`src/rtl/keycode_ram_writer_pkg.sv`:
```
// Shared constants and types for the PS/2 keycode event writer.
package keycode_ram_writer_pkg;

  localparam logic [7:0] PFX_EXT = 8'hE0;
  localparam logic [7:0] PFX_BRK = 8'hF0;

  localparam int unsigned EXT_BIT = 9;
  localparam int unsigned BRK_BIT = 8;

  typedef enum logic [1:0] {
    ST_IDLE    = 2'd0,
    ST_EXT     = 2'd1,
    ST_BRK     = 2'd2,
    ST_EXT_BRK = 2'd3
  } dec_state_e;

endpackage

```
`src/rtl/keycode_ram_writer_mod_pointer.sv`:
```
// Circular buffer pointer: counts 0..MEM_SIZE and wraps back to 0.
module mod_pointer #(
  parameter int unsigned ADDR_WIDTH = 8,
  parameter int unsigned MEM_SIZE   = 8
) (
  input  logic                  Clock,
  input  logic                  Reset,
  input  logic                  iClear,
  input  logic                  iInc,
  output logic [ADDR_WIDTH-1:0] oPtr
);

  localparam logic [ADDR_WIDTH-1:0] LAST = ADDR_WIDTH'(MEM_SIZE);

  logic [ADDR_WIDTH-1:0] ptr_q, ptr_d;

  always_comb begin
    ptr_d = ptr_q;
    if (iClear)
      ptr_d = '0;
    else if (iInc)
      ptr_d = (ptr_q == LAST) ? '0 : ptr_q + ADDR_WIDTH'(1);
  end

  always_ff @(posedge Clock) begin
    if (Reset)
      ptr_q <= '0;
    else
      ptr_q <= ptr_d;
  end

  assign oPtr = ptr_q;

endmodule

```
`src/rtl/keycode_ram_writer.sv`:
```
// Decodes E0/F0 scancode prefixes and writes one packed event per key into a
// RAM-backed circular buffer, publishing head address and fill status.
module keycode_ram_writer
  import keycode_ram_writer_pkg::*;
#(
  parameter int unsigned DATA_WIDTH = 16,
  parameter int unsigned ADDR_WIDTH = 8,
  parameter int unsigned MEM_SIZE   = 8
) (
  input  logic                  Clock,
  input  logic                  Reset,
  input  logic                  iScanValid,
  input  logic [7:0]            iScanCode,
  input  logic                  iAck,
  input  logic                  iClear,
  output logic                  oWriteEnable,
  output logic [ADDR_WIDTH-1:0] oWriteAddress,
  output logic [DATA_WIDTH-1:0] oDataIn,
  output logic [ADDR_WIDTH-1:0] oHeadAddress,
  output logic [ADDR_WIDTH:0]   oCount,
  output logic                  oEmpty,
  output logic                  oFull,
  output logic                  oOverflow
);

  localparam logic [ADDR_WIDTH:0] CAPACITY = (ADDR_WIDTH+1)'(MEM_SIZE + 1);

  dec_state_e            state_q, state_d;
  logic                  we_q;
  logic [ADDR_WIDTH-1:0] waddr_q;
  logic [DATA_WIDTH-1:0] data_q;
  logic [ADDR_WIDTH:0]   count_q, count_d;
  logic                  empty_q, full_q, ovf_q;

  logic                  ext_flag, brk_flag;
  logic                  scan_event, push, pop, drop;
  logic [DATA_WIDTH-1:0] entry_d;
  logic [ADDR_WIDTH-1:0] wr_ptr, head_ptr;

  always_comb begin
    state_d    = state_q;
    scan_event = 1'b0;
    ext_flag   = (state_q == ST_EXT) || (state_q == ST_EXT_BRK);
    brk_flag   = (state_q == ST_BRK) || (state_q == ST_EXT_BRK);

    if (iScanValid) begin
      if (iScanCode == PFX_EXT) begin
        state_d = ST_EXT;
      end else if (iScanCode == PFX_BRK) begin
        case (state_q)
          ST_IDLE: state_d = ST_BRK;
          ST_EXT:  state_d = ST_EXT_BRK;
          default: state_d = state_q;
        endcase
      end else begin
        scan_event = 1'b1;
        state_d    = ST_IDLE;
      end
    end

    // A same-cycle pop frees the slot the incoming event needs when full.
    pop  = iAck && !empty_q;
    push = scan_event && (!full_q || pop);
    drop = scan_event && !push;

    if (iClear) begin
      state_d = ST_IDLE;
      pop     = 1'b0;
      push    = 1'b0;
      drop    = 1'b0;
    end

    case ({push, pop})
      2'b10:   count_d = count_q + (ADDR_WIDTH+1)'(1);
      2'b01:   count_d = count_q - (ADDR_WIDTH+1)'(1);
      default: count_d = count_q;
    endcase
    if (iClear)
      count_d = '0;

    entry_d          = '0;
    entry_d[7:0]     = iScanCode;
    entry_d[EXT_BIT] = ext_flag;
    entry_d[BRK_BIT] = brk_flag;
  end

  always_ff @(posedge Clock) begin
    if (Reset) begin
      state_q <= ST_IDLE;
      we_q    <= 1'b0;
      waddr_q <= '0;
      data_q  <= '0;
      count_q <= '0;
      empty_q <= 1'b1;
      full_q  <= 1'b0;
      ovf_q   <= 1'b0;
    end else begin
      state_q <= state_d;
      we_q    <= push;
      if (push) begin
        waddr_q <= wr_ptr;
        data_q  <= entry_d;
      end
      count_q <= count_d;
      empty_q <= (count_d == '0);
      full_q  <= (count_d == CAPACITY);
      ovf_q   <= iClear ? 1'b0 : (ovf_q | drop);
    end
  end

  mod_pointer #(
    .ADDR_WIDTH(ADDR_WIDTH),
    .MEM_SIZE  (MEM_SIZE)
  ) u_wr_ptr (
    .Clock (Clock),
    .Reset (Reset),
    .iClear(iClear),
    .iInc  (push),
    .oPtr  (wr_ptr)
  );

  mod_pointer #(
    .ADDR_WIDTH(ADDR_WIDTH),
    .MEM_SIZE  (MEM_SIZE)
  ) u_head_ptr (
    .Clock (Clock),
    .Reset (Reset),
    .iClear(iClear),
    .iInc  (pop),
    .oPtr  (head_ptr)
  );

  assign oWriteEnable  = we_q;
  assign oWriteAddress = waddr_q;
  assign oDataIn       = data_q;
  assign oHeadAddress  = head_ptr;
  assign oCount        = count_q;
  assign oEmpty        = empty_q;
  assign oFull         = full_q;
  assign oOverflow     = ovf_q;

endmodule

```
`config.mk`:
```
export PLATFORM = sky130hd
export DESIGN_NAME = keycode_ram_writer
export DESIGN_NICKNAME = d
export VERILOG_FILES = /design/src/rtl/keycode_ram_writer_pkg.sv /design/src/rtl/keycode_ram_writer_mod_pointer.sv /design/src/rtl/keycode_ram_writer.sv
export SDC_FILE = /design/constraint.sdc
export NUM_CORES = 1
export LEC_CHECK = 0
export BUFFER_PORTS_ARGS = -buffer_cell sky130_fd_sc_hd__buf_2
export CAP_MARGIN = 20
export CORE_UTILIZATION = 28
export CTS_CLUSTER_SIZE = 28
export DETAILED_ROUTE_END_ITERATION = 7
export SYNTH_ARGS = -nofsm -noshare
export SYNTH_HDL_FRONTEND = slang
export SYNTH_SLANG_ARGS = --single-unit
```
`constraint.sdc`:
```
create_clock -name Clock -period 5.15 [get_ports Clock]
set_clock_uncertainty 0.1 [all_clocks]
set_input_delay 1.03 -clock Clock [delete_from_list [all_inputs] [get_ports Clock]]
set_output_delay 1.03 -clock Clock [all_outputs]
set_load 0.05 [all_outputs]
```
==> reports/qor.txt <==
outcome: finished clean
dpl hpwl: 4.48 mm
Setup TNS Final: 0 ns
Final WS setup: 0.667 ns
count leader, synth: nand2_1
gr usage total: 12.6%
design area: 3060 um2
post-synth top area share: 36.9%
vias in the first global route: 2,160
Most used DFF post-synth: dfxtp_1
total power: 0.739 mW
Post-DRT Antenna Nets: 0
Die ar.: 9880 um2
critical path required time: 5.27 ns
Detailed Route WL: 6.12 mm
CP Cell Sequence: buf_2 > nor2b_1 > o221ai_1 > nor2_2 > inv_1 > ha_1 > buf_4 > or3b_2 > o32ai_1 > xor2_1 > nor4_1 > o211ai_1 > o31ai_2
Setup violations, final: 0
crit end category: flip-flop
layout cells sized above 1: 19.6%
antenna cells: 0
CP Buf/Inv Count: 3
crit share post-route: 87.0%
fin nets: 386
f_max: 223 MHz
Async SR Flop Fraction: 0%
first-pass GRT wire length: 10.3 mm
FF+latch count, synth: 49
Routed wire per std cell: 12.8 um
LEAKAGE: 1.21 nW
vias per inst: 5.00
crit path DAT: 4.60 ns
First-pass DRT Iterations: 4
delay-heaviest family, CP: simple AND/OR/NAND/NOR gates
area leader, netlist: dfxtp_1
initial antenna violation count: 0
DP Area: 2940 um2
Worst path slowest cell: nor2_2
final RePlAce weighted congestion: 0.814
TritonCTS clock tree: yes
Port Buf Inserts: 51
DRC: 0
Yosys cell types: 66
Area Growth Syn to Fin: 15.0%
largest cells by area after synthesis: dfxtp_1 (37%), nand2_1 (7.8%), a21oi_1 (5.1%), xor2_1 (4.6%), nor2_1 (4.0%)
Startpoint Class: primary input
Die Height: 99.4 um
clk buf depth: 2
Die W: 99.4 um
Yosys warning total: 0
Final Max Tran Viols: 0
Initial Util: 28.9%
Num Clock Sinks: 49
Peak VDD IR: 0.150 mV
Worst-Margin Slew: 0.919 ns
slew margin rel.: 38.7%
Clock Tree Root: clkbuf_8
post-CTS sizing: 0
via count: 2,390
FP Rows: 35
CP max FO: 25
pin count of the biggest net entering global routing: 31
Hold Fails Final Rpt: 0
Post-synth EDFFs: 0
Post-CTS Hold Buffers: 0
shortest period the worst path allows: 4.48 ns
Post-Syn Area: 2660 um2
H-tree levels: 2
drt initial violations: 119
Syn Inst Count: 324
top-level port count: 58
critical path type: primary input to flip-flop
Critical Path Max Stage Delay: 0.74 ns
synth cell count leaders: nand2_1 (55), dfxtp_1 (49), nor2_1 (28)
Clock Latency Late Sink: 0.30 ns
min-delay worst type: flip-flop to flip-flop
Core ar.: 9200 um2
pre-CTS setup slack: 0.362 ns
Post-CTS Setup Inserts: 0
PD cells: 242 nW/um2
Finished Core Util: 33.2%
Avg Cell Area, Syn: 8.20 um2
RSZ-0062 raised after global routing: no
post-synthesis sequential area ratio: 36.9%
max cap viols: 0
clock slew at reported path FFs: 0.09 ns
TritonCTS Buffers: 5
grt ovf: 0
[kinds of logic after synthesis]
| family | count (synthesis) | synth area share, % |
|---|---|---|
| multiplexers | 2 | 0.801 |
| adder cells (fa/ha/maj) | 7 | 3.30 |
| XOR/XNOR | 18 | 5.93 |
| buffers and inverters | 34 | 7.11 |
| flip-flops | 49 | 36.9 |
| other | 1 | 0.141 |
| AND/OR/NAND/NOR | 147 | 28.4 |
| AO/OA/AOI/OAI | 66 | 17.4 |
[per-stage QoR]
stage	hold WS, ns	cells
floorplan	0.329	329
finish	0.358	478
global placement	0.341	470
detailed placement	0.349	470
global route	0.379	478
CTS	0.362	478
[worst reg2reg max path, cell delays in order (launching register included)]
cell,delay [ns]
dfxtp_1,0.34
nor2b_1,0.17
o221ai_1,0.21
nor2_2,0.74
inv_1,0.19
ha_1,0.43
buf_4,0.20
or3b_2,0.44
o32ai_1,0.16
xor2_1,0.14
nor4_1,0.37
o211ai_1,0.19
o31ai_2,0.22
[sequential cells by signal, indices dropped and copies added, names as in the netlist]
signal and count:
u_head_ptr.oPtr 8, oWriteAddress 8, oCount 9, oEmpty 1, oOverflow 1, oWriteEnable 1
state_q 2, u_wr_ptr.oPtr 8, oDataIn 10, oFull 1
[report_power, final]
part / internal [mW] / total [mW] / switching, mW
Combinational: 0.0180 / 0.0743 / 0.0563
Sequential: 0.384 / 0.387 / 0.00371
Clock: 0.145 / 0.278 / 0.132
Total: 0.547 / 0.739 / 0.192
[layout by cell type (no fill, tap or decap), drive strengths merged, types with 6 or more instances in the layout]
| cell type | netlist | routed |
|---|---|---|
| inv | 10 | 10 |
| nor2 | 29 | 29 |
| nand3 | 8 | 8 |
| nand4 | 7 | 7 |
| dfxtp | 49 | 49 |
| a21oi | 27 | 27 |
| ha | 7 | 7 |
| buf | 19 | 54 |
| conb | 1 | 6 |
| o21ai | 6 | 6 |
| xor2 | 14 | 14 |
| nand2 | 55 | 55 |
[metal layers]
metal | up-vias | GRT usage (%) | part of all wire, %
li1 | 1202 | - | -
met1 | 1133 | 18.0 | 50
met2 | 49 | 19.8 | 45
met3 | 6 | 2.32 | 3.9
met4 | 0 | 2.71 | 0.92
met5 | - | 0 | 0
[worst paths after layout]
check                          start                       to  slack [ns]  depth (start not counted)
max                             iAck        oEmpty$_SDFF_PP1_        0.67                         13
min          state_q[1]$_SDFFE_PP0P_  oDataIn[8]$_SDFFE_PP0P_        0.36                          2
max reg2reg        oEmpty$_SDFF_PP1_        oEmpty$_SDFF_PP1_        1.18                         12
min reg2reg  state_q[1]$_SDFFE_PP0P_  oDataIn[8]$_SDFFE_PP0P_        0.36                          2
[area by class of cell]
type,count,area (um2)
Clock buffer,5,68.8
Clock inverter,3,46.3
Fill cell,994,6140
Inverter,10,37.5
Multi-Input combinational cell,246,1510
Sequential cell,49,981
Tap cell,111,139
Timing Repair Buffer,54,278
Note: power is estimated with default switching activity, not from simulation.
